<file path="config.mk">
export PLATFORM = sky130hd
export DESIGN_NAME = pixel_stream_deframer
export DESIGN_NICKNAME = d
export VERILOG_FILES = /design/src/rtl/pixel_stream_deframer.sv
export SDC_FILE = /design/constraint.sdc
export NUM_CORES = 1
export LEC_CHECK = 0
export ABC_AREA = 0
export BUFFER_PORTS_ARGS = -buffer_cell sky130_fd_sc_hd__buf_4
export CORE_UTILIZATION = 54
export CTS_CLUSTER_SIZE = 28
export DETAILED_ROUTE_END_ITERATION = 12
export PLACE_DENSITY = 0.72
export SYNTH_ARGS = -nofsm -noshare
export SYNTH_HDL_FRONTEND = slang
export SYNTH_SLANG_ARGS = --single-unit
</file>
<file path="constraint.sdc">
create_clock -name clk -period 3.58 [get_ports clk]
set_clock_uncertainty 0.05 [all_clocks]
set_input_delay 0.179 -clock clk [delete_from_list [all_inputs] [get_ports clk]]
set_output_delay 0.179 -clock clk [all_outputs]
set_load 0.01 [all_outputs]
</file>
<file path="src/rtl/pixel_stream_deframer.sv">
// Pixel stream deframer: recovers (x, y) for every beat of a sop/eop framed
// colour stream, checks frame geometry and queues {x, y, colour} for a framebuffer.
module pixel_stream_deframer #(
    parameter int DATA_WIDTH    = 10,
    parameter int RBG_SIZE      = 24,
    parameter int SCREEN_WIDTH  = 640,
    parameter int SCREEN_HEIGHT = 480,
    parameter int FIFO_DEPTH    = 4
) (
    input  logic                  clk,
    input  logic                  reset,
    input  logic [RBG_SIZE-1:0]   i_in_colour,
    input  logic                  i_in_valid,
    input  logic                  i_in_sop,
    input  logic                  i_in_eop,
    output logic                  o_in_ready,
    output logic [DATA_WIDTH-1:0] o_out_x,
    output logic [DATA_WIDTH-1:0] o_out_y,
    output logic [RBG_SIZE-1:0]   o_out_colour,
    output logic                  o_out_valid,
    input  logic                  i_out_ready,
    output logic                  o_frame_done,
    output logic [15:0]           o_frame_count,
    output logic [7:0]            o_err_count
);

    localparam int AW = (FIFO_DEPTH > 1) ? $clog2(FIFO_DEPTH) : 1;
    localparam int EW = 2 * DATA_WIDTH + RBG_SIZE;
    localparam logic [DATA_WIDTH-1:0] LAST_X     = DATA_WIDTH'(SCREEN_WIDTH - 1);
    localparam logic [DATA_WIDTH-1:0] LAST_Y     = DATA_WIDTH'(SCREEN_HEIGHT - 1);
    localparam logic [AW:0]           FULL_LEVEL = (AW + 1)'(FIFO_DEPTH);

    typedef enum logic [1:0] {
        WAIT_SOP = 2'd0,
        ACTIVE   = 2'd1,
        OVERRUN  = 2'd2
    } state_t;

    state_t                  r_state;
    logic [DATA_WIDTH-1:0]   r_x;
    logic [DATA_WIDTH-1:0]   r_y;
    logic                    r_stage_valid;
    logic [EW-1:0]           r_stage_data;
    logic                    r_frame_done;
    logic [15:0]             r_frame_count;
    logic [7:0]              r_err_count;

    logic [EW-1:0]           r_mem [FIFO_DEPTH];
    logic [AW-1:0]           r_wr_ptr;
    logic [AW-1:0]           r_rd_ptr;
    logic [AW:0]             r_count;

    logic [AW:0]             w_level;
    logic                    w_accept;
    logic                    w_pop;
    logic                    w_in_frame;
    logic                    w_take;
    logic [DATA_WIDTH-1:0]   w_px;
    logic [DATA_WIDTH-1:0]   w_py;
    logic [DATA_WIDTH-1:0]   w_nx;
    logic [DATA_WIDTH-1:0]   w_ny;
    logic                    w_last;
    logic                    w_restart;
    logic                    w_error;
    logic                    w_good;

    // The staging register counts toward occupancy so a full FIFO can never be overrun.
    assign w_level     = r_count + {{AW{1'b0}}, r_stage_valid};
    assign o_in_ready  = (w_level != FULL_LEVEL);
    assign w_accept    = i_in_valid && o_in_ready;
    assign o_out_valid = (r_count != '0);
    assign w_pop       = o_out_valid && i_out_ready;

    assign w_in_frame  = (r_state == ACTIVE);
    assign w_take      = w_accept && (w_in_frame || i_in_sop);
    assign w_px        = i_in_sop ? '0 : r_x;
    assign w_py        = i_in_sop ? '0 : r_y;
    assign w_last      = (w_px == LAST_X) && (w_py == LAST_Y);
    assign w_restart   = w_in_frame && i_in_sop;
    assign w_error     = w_restart || (i_in_eop != w_last);
    assign w_good      = i_in_eop && w_last && !w_restart;

    always_comb begin
        w_nx = w_px + DATA_WIDTH'(1);
        w_ny = w_py;
        if (w_px == LAST_X) begin
            w_nx = '0;
            w_ny = w_py + DATA_WIDTH'(1);
        end
    end

    // Frame tracking; OVERRUN only differs from WAIT_SOP in the state it reports.
    always_ff @(posedge clk) begin
        if (reset) begin
            r_state       <= WAIT_SOP;
            r_x           <= '0;
            r_y           <= '0;
            r_stage_valid <= 1'b0;
            r_stage_data  <= '0;
            r_frame_done  <= 1'b0;
            r_frame_count <= '0;
            r_err_count   <= '0;
        end else begin
            r_frame_done  <= 1'b0;
            r_stage_valid <= w_take;
            if (w_take) begin
                r_stage_data <= {w_px, w_py, i_in_colour};
                if (w_error && (r_err_count != 8'hFF)) begin
                    r_err_count <= r_err_count + 8'd1;
                end
                if (w_good) begin
                    r_frame_done  <= 1'b1;
                    r_frame_count <= r_frame_count + 16'd1;
                end
                if (i_in_eop) begin
                    r_state <= WAIT_SOP;
                end else if (w_last) begin
                    r_state <= OVERRUN;
                end else begin
                    r_state <= ACTIVE;
                    r_x     <= w_nx;
                    r_y     <= w_ny;
                end
            end else if (w_accept && (r_state == OVERRUN) && i_in_eop) begin
                r_state <= WAIT_SOP;
            end
        end
    end

    always_ff @(posedge clk) begin
        if (reset) begin
            r_wr_ptr <= '0;
            r_rd_ptr <= '0;
            r_count  <= '0;
            for (int i = 0; i < FIFO_DEPTH; i++) begin
                r_mem[i] <= '0;
            end
        end else begin
            if (r_stage_valid) begin
                r_mem[r_wr_ptr] <= r_stage_data;
                r_wr_ptr        <= r_wr_ptr + AW'(1);
            end
            if (w_pop) begin
                r_rd_ptr <= r_rd_ptr + AW'(1);
            end
            if (r_stage_valid && !w_pop) begin
                r_count <= r_count + (AW + 1)'(1);
            end else if (!r_stage_valid && w_pop) begin
                r_count <= r_count - (AW + 1)'(1);
            end
        end
    end

    assign {o_out_x, o_out_y, o_out_colour} = r_mem[r_rd_ptr];
    assign o_frame_done  = r_frame_done;
    assign o_frame_count = r_frame_count;
    assign o_err_count   = r_err_count;

endmodule

</file>
Yosys cells after proc, flatten, opt, wreduce, memory -nomap -nowiden

Memories as Yosys holds them, arrays and structs flattened. A register that Yosys moved wholly into a read port is not among the register bits.
Cells that the tools add are included.

Add/subtract/negate cells: 9
Multiplexer cells: 21
Reduce and logical (&&, ||, !) cells: 25
Bitwise gates (word level): 3
Equal/unequal tests: 7

Operator list:

| operator                                                           | count |
|---|---|
| 44-bit two-way mux                                                 | 1 |
| 44-bit OR reduction                                                | 1 |
| 10-bit two-way mux                                                 | 4 |
| 10-bit by 1-bit adder with 10-bit output, second input constant    | 2 |
| 16-bit by 1-bit adder with 16-bit output, second input constant    | 1 |
| 2-bit two-way mux                                                  | 7 |
| 1-bit logical AND                                                  | 12 |
| 10-bit == test, second input constant                              | 1 |
| 10-bit by 9-bit == test with 1-bit output, second input constant   | 1 |
| 8-bit by 1-bit adder with 8-bit output, second input constant      | 1 |
| 8-bit inequality test, second input constant                       | 1 |
| 1-bit two-way mux                                                  | 7 |
| 3-bit two-way mux                                                  | 2 |
| 2-bit by 1-bit adder with 2-bit output, second input constant      | 2 |
| 2-bit AND reduction                                                | 2 |
| 2-bit nonzero test                                                 | 2 |
| 3-bit by 1-bit adder with 3-bit output                             | 1 |
| 3-bit by 1-bit adder with 3-bit output, second input constant      | 1 |
| 1-bit zero test                                                    | 3 |
| 3-bit inequality test, second input constant                       | 1 |
| 1-bit inverter                                                     | 3 |
| 3-bit AND reduction                                                | 1 |
| 3-bit nonzero test                                                 | 1 |
| 3-bit by 1-bit subtractor with 3-bit output, second input constant | 1 |
| other kinds (5)                                                    | 6 |

Bits in registers: 99
Output and inout bits: 71
Logic and storage cells: 77
Bits in writable memories: 176
Memories: 1
Input bits: 30

Memory list:

| memory | words | bits a word | rd ports | clocked after memory_dff | write ports | line | RTL |
|---|---|---|---|---|---|---|---|
| r_mem  | 4     | 44          | 1        | 1                        | 4           | 48   | `logic [EW-1:0] r_mem [FIFO_DEPTH];` |

Logic depth before layout (Yosys ltp)

Depth in word-level cells: 7
Depth in mapped cells: 15
Gate-level depth less buffers: 11

Worst setup path before layout

Ideal clock, no wire load.

Kind: in2reg
From: in i_in_sop
To: reg r_frame_count[15], in the netlist o_frame_count[15]
Stages: 13
Path slack: 0.168 ns
Path buffers: 3
Data arrival time: 3.291 ns
Cell sequence: buf_6 clkbuf_1 buf_1 nor2b_1 ha_1 nand3_1 nor4_1 and4_1 ha_1 nand4_1 or3_4 or4_1 a21oi_1

Cells in the longest elaborated chain, start to end: 6
Elaborated cells between the ends (all ways): 12
Those cells by class: 2 x eq/ne; 2 x mux; 8 x reduce/logical

Ends and longest elaborated chain:

| element                              | line | RTL |
|---|---|---|
| start, declared                      | 14   | `input logic i_in_sop,` |
| 10-bit two-way mux                   | 76   | `assign w_px = i_in_sop ? '0 : r_x;` |
| named net w_px[1]                    | 58   | `logic [DATA_WIDTH-1:0] w_px;` |
| 10-bit == test                       | 78   | `assign w_last = (w_px == LAST_X) && (w_py == LAST_Y);` |
| 1-bit logical AND                    | 78   |  |
| 1-bit logical AND (2 in series)      | 81   | `assign w_good = i_in_eop && w_last && !w_restart;` |
| 2-bit AND reduction (no source line) | -    |  |
| end signal, assigned                 | 113  | `r_frame_count <= r_frame_count + 16'd1;` |
| end, declared                        | 45   | `logic [15:0] r_frame_count;` |

The timed path passes the listed nets, and every way through them passes these cells.
A chain may end at the register's enable or synchronous reset.

Worst setup path in the final report

From: reg r_x[0]
To: reg r_err_count[1], in the netlist o_err_count[1]

Cells in the longest elaborated chain, start to end: 7

Ends and longest elaborated chain:

| element                              | line | RTL |
|---|---|---|
| start, declared                      | 40   | `logic [DATA_WIDTH-1:0] r_x;` |
| start signal, assigned               | 121  | `r_x <= w_nx;` |
| 10-bit two-way mux                   | 76   |  |
| named net w_px[0]                    | 58   |  |
| 10-bit == test                       | 78   |  |
| 1-bit logical AND                    | 78   |  |
| 1-bit inequality test                | 80   | `assign w_error = w_restart \|\| (i_in_eop != w_last);` |
| 1-bit logical OR                     | 80   |  |
| 1-bit logical AND                    | 108  | `if (w_error && (r_err_count != 8'hFF)) begin` |
| 2-bit AND reduction (no source line) | -    |  |
| end signal, assigned                 | 109  | `r_err_count <= r_err_count + 8'd1;` |
| end, declared                        | 46   | `logic [7:0] r_err_count;` |

The timed path passes the listed nets, and every way through them passes these cells.

==> impl_metrics.json <==
{
  "status": "complete, no violations",
  "async_reset_ff_frac": 0,
  "ys_warn_count": 0,
  "syn-cell-area_um2": 12000,
  "die_y_um": 151,
  "synthTopCellsByCount": "176 x and2_1, 176 x edfxtp_1, 104 x nand2_1, 101 x dfxtp_1, 60 x a21oi_1",
  "wl_met3_um": 1220,
  "yosys.area.top_type": "edfxtp_1",
  "ir_worst_vdd_v": 0.000379,
  "gp_congestion": 0.794,
  "crit_path_end_kind": "flip-flop",
  "cap_violations": 0,
  "antennaDiodeCount": 0,
  "synth_top_area_frac": 0.441,
  "syn_nets": 1005,
  "antenna_found_initial": 0,
  "cts.path.max_buffers": 3,
  "hp-class": "in -> reg",
  "criticalPathCategory": "reg -> reg",
  "synth_fa_ha_area_frac": 0.0129,
  "top_layer": "met4",
  "fin_ws_ns": 0.312,
  "crit_path_max_fanout": 7,
  "wl_per_cell_um": 18.3,
  "utilization": 0.655,
  "start_util": 0.550,
  "period_share": 0.913,
  "place_area_um2": 13100,
  "die_w_um": 151,
  "io-pin-count": 101,
  "grt_use_total": 0.229,
  "grt_max_degree": 72,
  "wl_met2_um": 13100,
  "finalInstanceArea_um2": 14300,
  "drcViolationCount": 0,
  "p_total_mw": 8.04,
  "synth_area_leaders": "edfxtp_1 44%, dfxtp_1 17%, and2_1 9.2%",
  "core_area_um2": 21800,
  "synth_ff_type": "edfxtp_1",
  "final.setup.tns_ns": 0,
  "layout.nets": 1120,
  "port_buffers": 100,
  "drt_first_pass_iters": 6,
  "vias": 7659,
  "clk_pin_slew_ns": 0.06,
  "synth_edf_count": 176,
  "synth_top_family_by_area": "simple AND/OR/NAND/NOR gates",
  "m1WireLength_um": 10500,
  "via_per_inst": 5.55,
  "finalHoldViolCount": 0,
  "critPathLaunchType": "flip-flop",
  "cellPowerDensity_nw_per_um2": 562,
  "cp.arrival_ns": 3.61,
  "ys_seq_elements": 277,
  "relSlewSlack": 0.309,
  "cts_made_buffers": 29,
  "rsz0062_at_grt": "no",
  "die_area_um2": 22800,
  "synth_compound_area_frac": 0.0432,
  "ys_seq_area_frac": 0.609,
  "dp.cells": 1302,
  "synth-xor-area-share": 0.0257,
  "wl_um": 25200,
  "drive_above_1_share": 0.208,
  "rows": 54,
  "slew_violations": 0,
  "period_needed_ns": 3.27,
  "area_growth_pct": 19.3,
  "clk_latency_ns": 0.54,
  "hpwl_um": 14500,
  "overflow": 0,
  "grt_pass1_wl_um": 40100,
  "drt_iter0_drc": 484,
  "ant_nets": 0,
  "synthCells": 964,
  "avgSynthCellArea_um2": 12.4,
  "place_ws_ns": 0.291,
  "ys_types": 56,
  "fin_cells": 1381,
  "power_leakage_nw": 5.27,
  "setup_viol": 0,
  "cts_sinks": 277,
  "critical_path_required_ns": 3.93,
  "htree_levels": 1,
  "grt_pass1_vias": 7776,
  "holdWs_ns": 0.0585,
  "cts_tree": "yes",
  "max_freq_ghz": 0.306,
  "worst_slew_pin_slew_ns": 1.03,
  "synthMuxAreaShare": 0.0868,
  "cts_root_buffer": "clkbuf_16",
  "synthSimpleGateAreaFrac": 0.199
}
## logic make-up (layout without fill, tap and decap cells)
| family | after synthesis | count (layout) |
|---|---|---|
| compound gates | 88 | 88 |
| xor+xnor | 33 | 33 |
| fa+ha+maj | 12 | 12 |
| buf+inv | 69 | 206 |
| flops | 277 | 277 |
| mux | 49 | 49 |
| simple gates | 436 | 436 |
## timing repair
item / 4_1_cts / 5_1_grt
hold buffers: 26 / 0
setup buffers: 0 / 0
hold endpoints to repair: 28 / 0
resized for setup: 0 / 0
## layout make-up
class	count	area, um^2
clock buffers	34	764
flip-flops and latches	277	7310
multi-input cells	618	4450
clock inverters	19	225
inverters	9	33.8
repair buffers	144	1170
fillers	1618	7520
well taps	280	350
## flip-flops by register name, indices dropped and copies added, names as in the netlist, named ones only
register,count
o_frame_done,1
r_count,3
o_frame_count,16
r_rd_ptr,2
r_wr_ptr,2
r_stage_valid,1
r_stage_data,44
r_mem,176
r_x,10
r_state,2
r_y,10
o_err_count,8
## metal layers
metal | GRT usage | vias to the layer above
met5 | 0 | -
met1 | 0.285 | 3749
li1 | - | 3683
met4 | 0.0565 | 0
met2 | 0.418 | 198
met3 | 0.0307 | 29
## cells in the final DEF, fill, tap and decap left out, types with 6 or more instances in the layout
cell	count
clkbuf_16	29
xor2_1	6
inv_1	9
nand4_1	11
o21ai_0	6
dlygate4sd3_1	26
ha_1	10
clkinv_2	8
mux4_2	44
xnor2_1	26
and2_1	176
buf_4	116
dfxtp_1	99
edfxtp_1	176
nand2_1	102
nor4_1	16
nor3_1	7
nor2b_1	8
nor2_1	43
nand3_1	29
a21oi_1	60
## worst paths after layout
| path | from | end | slack (ns) | depth (start not counted) |
|---|---|---|---|---|
| hold / removal | i_in_eop | r_state[1] | 0.06 | 4 |
| setup / recovery | r_x[0] | o_err_count[1] | 0.31 | 10 |
| setup reg to reg | r_x[0] | o_err_count[1] | 0.31 | 10 |
| hold reg to reg | r_y[8] | r_y[8] | 0.42 | 2 |
## power breakdown
group	switching, mW	total [mW]	internal (mW)
registers	0.210	3.75	3.54
clock network	1.21	3.09	1.88
logic	0.573	1.20	0.632
total	1.99	8.04	6.05
## worst max-delay path: stages (launching register included)
cell and delay (ns):
dfxtp_1 0.36, nor2b_1 0.24, ha_1 0.25, nand3_1 0.11, nor4_1 0.46, and4_1 0.35, ha_1 0.25, maj3_1 0.45
nor3_1 0.35, mux2i_1 0.23, nor2_1 0.05
Note: power is estimated with default switching activity, not from simulation.
